--- config.mk ---
export PLATFORM = sky130hd
export DESIGN_NAME = des_sbox_engine
export DESIGN_NICKNAME = d
export VERILOG_FILES = /design/src/rtl/des_sbox_engine.sv
export SDC_FILE = /design/constraint.sdc
export NUM_CORES = 1
export LEC_CHECK = 0
export CAP_MARGIN = 20
export CORE_MARGIN = 1
export CORE_UTILIZATION = 49
export CTS_CLUSTER_DIAMETER = 50
export DETAILED_ROUTE_END_ITERATION = 16
export PLACE_DENSITY = 0.69
export SYNTH_ARGS = -nofsm -noshare
export SYNTH_HDL_FRONTEND = slang
export SYNTH_SLANG_ARGS = --single-unit
--- constraint.sdc ---
create_clock -name clk -period 5.44 [get_ports clk]
set_clock_uncertainty 0.15 [all_clocks]
set_input_delay 0.544 -clock clk [delete_from_list [all_inputs] [get_ports clk]]
set_output_delay 0.544 -clock clk [all_outputs]
set_load 0.05 [all_outputs]
--- src/rtl/des_sbox_engine.sv ---
// Iterative DES S-box substitution: eight 6->4 lookups on a 48-bit word, LANES per clock,
// producing the 32-bit pre-P-permutation result behind valid/ready handshakes.
module des_sbox_engine #(
    parameter int LANES    = 2,
    parameter bit OUT_HOLD = 1'b1
) (
    input  logic        clk,
    input  logic        rst_n,
    input  logic        in_valid,
    output logic        in_ready,
    input  logic [47:0] in_data,
    output logic        out_valid,
    input  logic        out_ready,
    output logic [31:0] out_data,
    output logic        busy
);

    localparam int PASSES = 8 / LANES;
    localparam int CW     = (PASSES > 1) ? $clog2(PASSES) : 1;

    localparam logic [1:0] S_IDLE = 2'd0;
    localparam logic [1:0] S_SUB  = 2'd1;
    localparam logic [1:0] S_DONE = 2'd2;

    if (!(LANES == 1 || LANES == 2 || LANES == 4 || LANES == 8)) begin : g_bad_lanes
        $error("des_sbox_engine: LANES must be 1, 2, 4 or 8");
    end

    // S1..S8 from MSB down; within a box, entry (row*16+col) is nibble number row*16+col from the left.
    localparam logic [2047:0] SBOX_ROM = {
        256'hE4D12FB83A6C5907_0F74E2D1A6CB9538_41E8D62BFC973A50_FC8249175B3EA06D,
        256'hF18E6B34972DC05A_3D47F28EC01A69B5_0E7BA4D158C6932F_D8A13F42B67C05E9,
        256'hA09E63F51DC7B428_D709346A285ECBF1_D6498F30B12C5AE7_1AD069874FE3B52C,
        256'h7DE3069A1285BC4F_D8B56F03472C1AE9_A690CB7DF13E5284_3F06A1D8945BC72E,
        256'h2C417AB6853FD0E9_EB2C47D150FA3986_421BAD78F9C5630E_B8C71E2D6F09A453,
        256'hC1AF92680D34E75B_AF427C9561DE0B38_9EF528C3704A1DB6_432C95FABE17608D,
        256'h4B2EF08D3C975A61_D0B7491AE35C2F86_14BDC37EAF680592_6BD814A7950FE23C,
        256'hD2846FB1A93E50C7_1FD8A374C56B0E92_7B419CE206ADF358_21E74A8DFC90356B
    };

    function automatic logic [3:0] sbox_lookup(input int s, input logic [5:0] b);
        int idx;
        idx = int'({b[5], b[0], b[4:1]});
        return SBOX_ROM[2047 - s*256 - idx*4 -: 4];
    endfunction

    logic [1:0]    state_q, state_d;
    logic [47:0]   hold_q, hold_d;
    logic [CW-1:0] cnt_q, cnt_d;
    logic [31:0]   res_q, res_d;
    logic          rdy_q;

    assign in_ready  = rdy_q && (state_q == S_IDLE);
    assign out_valid = (state_q == S_DONE);
    assign busy      = (state_q == S_SUB) || (state_q == S_DONE);
    assign out_data  = res_q;

    always_comb begin
        state_d = state_q;
        hold_d  = hold_q;
        cnt_d   = cnt_q;
        res_d   = res_q;
        case (state_q)
            S_IDLE: begin
                if (in_valid && in_ready) begin
                    hold_d  = in_data;
                    cnt_d   = '0;
                    state_d = S_SUB;
                end
            end
            S_SUB: begin
                for (int i = 0; i < LANES; i++) begin
                    int sidx;
                    sidx = int'(cnt_q) * LANES + i;
                    res_d[31 - 4*sidx -: 4] = sbox_lookup(sidx, hold_q[47 - 6*sidx -: 6]);
                end
                // Counter parks on the last pass rather than wrapping.
                if (cnt_q == CW'(PASSES - 1)) begin
                    state_d = S_DONE;
                end else begin
                    cnt_d = cnt_q + 1'b1;
                end
            end
            S_DONE: begin
                if (out_ready) begin
                    state_d = S_IDLE;
                    if (!OUT_HOLD) begin
                        res_d = '0;
                    end
                end
            end
            default: state_d = S_IDLE;
        endcase
    end

    always_ff @(posedge clk or negedge rst_n) begin
        if (!rst_n) begin
            state_q <= S_IDLE;
            hold_q  <= '0;
            cnt_q   <= '0;
            res_q   <= '0;
            rdy_q   <= 1'b0;
        end else begin
            state_q <= state_d;
            hold_q  <= hold_d;
            cnt_q   <= cnt_d;
            res_q   <= res_d;
            rdy_q   <= 1'b1;
        end
    end

endmodule

Word-level counts from Yosys, hierarchy flattened
Cells that the tools add are included.
{ "word_totals": {"elab_cells": 51, "ff_bits": 85, "in_bits": 52, "output_inout_bits": 35} }
{ "classes": {"n_mux": 9, "n_addsub": 12, "shift": 8, "n_mul": 2, "n_eq_ne": 7, "n_reduce_logical": 8} }
{ "ops": {"columns": ["operator", "count"], "rows": [
  ["2051-bit by 13-bit indexed part select with 4-bit output, first input constant", 1],
  ["2051-bit by 14-bit indexed part select with 4-bit output, first input constant", 1],
  ["4-bit by 33-bit variable shift with 35-bit output, first input constant", 2],
  ["4-bit by 33-bit indexed part select with 35-bit output", 2],
  ["32-bit bitwise mux", 2],
  ["53-bit by 7-bit indexed part select with 6-bit output", 1],
  ["53-bit by 8-bit indexed part select with 6-bit output", 1],
  ["6-bit negation with 33-bit output", 1],
  ["7-bit negation with 33-bit output", 1],
  ["13-bit by 9-bit subtractor with 14-bit output", 1],
  ["11-bit by 12-bit subtractor with 13-bit output, first input constant", 1],
  ["12-bit by 9-bit subtractor with 13-bit output", 1],
  ["11-bit by 11-bit subtractor with 12-bit output, first input constant", 1],
  ["2-bit 2-to-1 mux", 5],
  ["6-bit by 7-bit subtractor with 8-bit output, first input constant", 1],
  ["5-bit by 6-bit subtractor with 7-bit output, first input constant", 1],
  ["6-bit by 6-bit subtractor with 7-bit output, first input constant", 1],
  ["2-bit by 4-bit multiplier with 6-bit output, first input constant", 1],
  ["2-bit by 1-bit inequality test with 1-bit output, second input constant", 3],
  ["2-bit case mux with 3 select lines", 1],
  ["3-bit AND reduction", 2],
  ["5-bit by 5-bit subtractor with 6-bit output, first input constant", 1],
  ["3-bit by 1-bit adder with 4-bit output, second input constant", 1],
  ["2-bit == test, second input constant", 2],
  ["10 further kinds", 11]
]} }

Logic depth before layout (Yosys ltp)
{ "depth": {"ltp_word": 8, "ltp_mapped": 22, "depth_no_buf": 14} }

Least setup slack after synthesis
Ideal clock, no wire load.
{ "synth_path": {"path_kind": "reg2reg", "startpoint": "reg cnt_q[0]", "endpoint": "reg res_q[13], in the netlist out_data[13]", "path_buffers": 8, "path_slack_ns": 1.137, "arrival_time_ns": 4.086, "setup_time_ns": 0.067, "t_required_ns": 5.223, "synth_period_minus_slack_ns": 4.303, "stages_incl_launch_ff": 21, "path_cell_list": "dfrtp_1 buf_6 buf_6 buf_6 inv_4 ha_1 buf_6 buf_12 buf_6 mux4_2 o211a_1 or2_1 buf_2 ha_1 inv_1 clkbuf_1 mux2i_1 mux2i_1 nor2_1 a2111oi_0 a221o_1"} }
{ "synth_between": {"elab_chain_len": 8, "word_cells_on_any_way": 23, "cone_classes": "add/sub: 11; mul: 2; shift: 8; mux: 2"} }
{ "synth_rtl": {"columns": ["item", "line_no", "text"], "rows": [
  ["start, declared", "49", "logic [CW-1:0] cnt_q, cnt_d;"],
  ["start signal, assigned", "106", "cnt_q <= cnt_d;"],
  ["3-bit by 1-bit adder with 4-bit output / 2-bit by 2-bit multiplier with 4-bit output (equally long branches)", "74, 75", null],
  ["2-bit by 4-bit multiplier with 6-bit output / 6-bit by 6-bit subtractor with 7-bit output (equally long branches)", "75", "res_d[31 - 4*sidx -: 4] = sbox_lookup(sidx, hold_q[47 - 6*sidx -: 6]);"],
  ["6-bit by 7-bit subtractor with 8-bit output / 53-bit by 7-bit indexed part select with 6-bit output (equally long branches)", "75", null],
  ["53-bit by 8-bit indexed part select with 6-bit output / 12-bit by 9-bit subtractor with 13-bit output (equally long branches)", "75, 44", null],
  ["13-bit by 9-bit subtractor with 14-bit output / 2051-bit by 13-bit indexed part select with 4-bit output (equally long branches)", "44", "return SBOX_ROM[2047 - s*256 - idx*4 -: 4];"],
  ["2051-bit by 14-bit indexed part select with 4-bit output / 4-bit by 33-bit indexed part select with 35-bit output (equally long branches)", "44, 75", null],
  ["4-bit by 33-bit indexed part select with 35-bit output / 32-bit bitwise mux (equally long branches)", "75", null],
  ["32-bit bitwise mux *", "75", null],
  ["end signal, assigned", "107", "res_q <= res_d;"],
  ["end, declared", "50", "logic [31:0] res_q, res_d;"]
]} }
Every way passes the cells marked *; elsewhere a longest branch is shown, timed or not.
A chain may end at the register's enable or synchronous reset.

Worst setup path after layout
{ "layout_path": {"startpoint": "reg cnt_q[0]", "endpoint": "reg res_q[17], in the netlist out_data[17]"} }
Same word-level chain as after synthesis.

==> results by group <==
Status
  – Status: complete, no violations

STA
  – RSZ-0062 raised after global routing: no
  – Slew Limit Headroom: 0.379
  – Fmax: 206 MHz
  – Final min period: 4.85 ns
  – Final worst-path cycle share: 0.892
  – Final-report hold violation count: 0
  – Total negative slack: 0 ns
  – Setup Viol. Count Final: 0
  – Final slew viol count: 0
  – Slew @ Worst Pin: 0.932 ns

Floorplan
  – Core area: 16,000 um^2
  – Num ports: 87
  – Die ar.: 17,000 um^2
  – Row count: 46
  – Initial Utilization: 0.506
  – DIE WIDTH: 131 um
  – Die H: 131 um

Critical path
  – CP required: 5.54 ns
  – Slowest-stage cell, CP: ha_1
  – WP depth: 13
  – Crit path largest cell delay: 0.79 ns
  – Reg2Reg Depth: 13
  – Crit Path Class: flop to flop
  – Max Fanout on Critical Path: 49
  – Arrival @ worst endpoint: 4.95 ns
  – CP top delay family: simple AND/OR/NAND/NOR gates
  – Sum of buffers and inverters on the critical path: 3
  – Crit-path cells: buf_4, ha_1, and2_0, or2_1, inv_1, ha_1, inv_1, nor3_1, nor3_1, a311o_1, o21ai_0, nand2_1, a32o_1
  – Startpoint class of the critical path: flop
  – Critical path endpoint category: flop

Clock network
  – CTS tree: yes
  – Root Driver: clkbuf_16
  – Clock insertion delay at the later pin of the skew report: 0.36 ns
  – TritonCTS Buffers: 9
  – H-tree lvl count: 3
  – Buffer count from post-CTS setup fixing: 0
  – Maximum buffer depth of the clock tree: 2
  – Cts repair resizes: 0
  – Clk sink count: 85
  – Clock-pin transition on the worst setup and hold timing paths: 0.08 ns
  – Hold_buf cts: 1

Yosys
  – Number of library cell types mapped by synthesis: 92
  – Post-synth EDFFs: 0
  – Async S/R FF share, synth: 1.00
  – Mapped Cells: 918
  – Area fraction of the dominant cell type after synthesis: 0.263
  – Seq/Total Area, Yosys: 0.263
  – Synthesized net count: 1,001
  – Yosys reg bits: 85
  – Ranking of synthesized cells by area: dfrtp_1, mux2_2, mux2i_1, ha_1, nand2_1
  – Syn Area/Cell: 8.81 um^2
  – Yosys top cell by area: dfrtp_1
  – Ys flop type: dfrtp_1
  – Syn Std Cell Area: 8090 um^2
  – YS warnings: 0

GRT
  – First-pass GRT wire length: 43.5 mm
  – Initial antenna violation count: 0
  – Largest net degree at the start of global routing: 60
  – Total gr overflow: 0
  – GR Util All Layers: 0.336
  – Vias in the first global route: 7,614

Drt
  – WL final: 27.6 mm
  – Per-cell routed wire length: 23.5 um
  – Antenna viol nets, final: 0
  – DR pass1 iterations: 7
  – DR vias/cell: 6.79
  – # DRC: 0
  – Vias after detailed routing: 7,975
  – DR iter-0 viols: 893

Final layout
  – # nets final: 1,036
  – Number of antenna diodes: 0
  – Share of layout cells above drive strength 1: 0.150
  – Fill cells: 1,540
  – Layout area overhead: 13.1%

Placement
  – Placer Congestion: 0.961
  – Hpwl dp: 19.9 mm
  – PortBufs: 86

Worst hold path
  – Hold/Removal Path Class: flop to flop
  – Worst hold stages: 2

Flow run
  – Max-cap violations: 0
[area by class of cell]
type	instances	area, um^2	share of cell area
clock buffer	10	229	0.0250
tap	216	270	0.0295
timing repair buffer	110	1050	0.115
multi-input combinational	720	5320	0.581
clock inverter	6	46.3	0.00506
inverter	27	108	0.0118
sequential	85	2130	0.233
[cell usage in the layout, fill, tap and decap left out, drive strengths merged, types with 6 or more instances in the layout]
master,synthesis,routed
clkdlybuf4s50,0,85
dfrtp,85,85
nand2,84,84
nor2,75,75
mux2,61,61
o21ai,60,60
a21oi,51,51
mux2i,40,40
ha,31,31
inv,26,29
nor3,25,25
o211ai,25,25
nand3,24,24
buf,62,24
a211oi,23,23
a22o,12,12
or3,12,12
mux4,11,11
o221ai,10,10
a2111oi,10,10
and2,10,10
clkbuf,24,10
o31ai,10,10
a221o,9,9
o22ai,8,8
a311oi,8,8
a32o,8,8
o2111ai,7,7
nand2b,7,7
xnor2,7,7
o311ai,7,7
a211o,6,6
nand4,6,6
a22oi,6,6
[cells in the mapped netlist (12+ instances only)]
master     n
clkbuf_1  24
buf_4     19
mux2_2    61
nand2_1   83
or3_1     12
a21oi_1   49
nor2_1    72
buf_6     12
ha_1      31
inv_1     21
buf_2     25
a211oi_1  21
nand3_1   24
a22o_1    12
mux2i_1   40
nor3_1    25
o211ai_1  24
o21ai_0   58
dfrtp_1   85
[kinds of logic after synthesis]
logic type               after synthesis  share of synthesized area
adder cells (fa/ha/maj)               31                     0.0479
flip-flops                            85                      0.263
AND/OR/NAND/NOR                      265                      0.154
other                                  1                   0.000463
multiplexers                         112                      0.165
buffers and inverters                113                     0.0824
XOR/XNOR                               7                    0.00851
AO/OA/AOI/OAI                        304                      0.278
[stage by stage]
| stage | std cells | hold WS [ns] | worst slack (ns) | utilization | cell area [um^2] |
|---|---|---|---|---|---|
| floorplan | 918 | 0.0984 | 1.14 | - | 8090 |
| global placement | 1156 | 0.318 | 0.775 | 0.554 | 8860 |
| detailed placement | 1157 | 0.326 | 0.677 | 0.554 | 8860 |
| CTS | 1174 | 0.341 | 0.658 | 0.572 | 9150 |
| global route | 1174 | 0.369 | 0.270 | 0.572 | 9150 |
| finish | 1174 | 0.339 | 0.590 | 0.572 | 9150 |
[worst paths after layout]
path / startpoint / endpoint / slack (ns)
worst max-delay path: cnt_q[0] / out_data[17] / 0.59
worst min-delay path: out_data[31] / out_data[31] / 0.34
worst max register to register: cnt_q[0] / out_data[17] / 0.59
min in group asynchronous: rst_n / out_data[0] / 0.50
max in group asynchronous: rst_n / cnt_q[0] / 3.48
worst min register to register: out_data[31] / out_data[31] / 0.34
[per-layer routing]
metal	wire [um]	GRT usage
met1	12100	0.482
met2	12000	0.498
met3	2460	0.0566
met4	998	0.145
met5	0	0
[worst register-to-register path, delay by kind of cell (launching register included)]
family	cells	cell delay (ns)
buf+inv	3	0.79
fa+ha+maj	2	1.30
flops	1	0.38
simple gates	5	1.32
compound gates	3	0.80
[state kept, by name, summed over array words and instances (netlist names)]
name	cells
hold_q	48
state_q	2
out_data	32
rdy_q	1
cnt_q	2
Power is left out: the tool's default activity adds up to more than one toggle a clock period on the data nets, which glitch-free logic cannot reach.
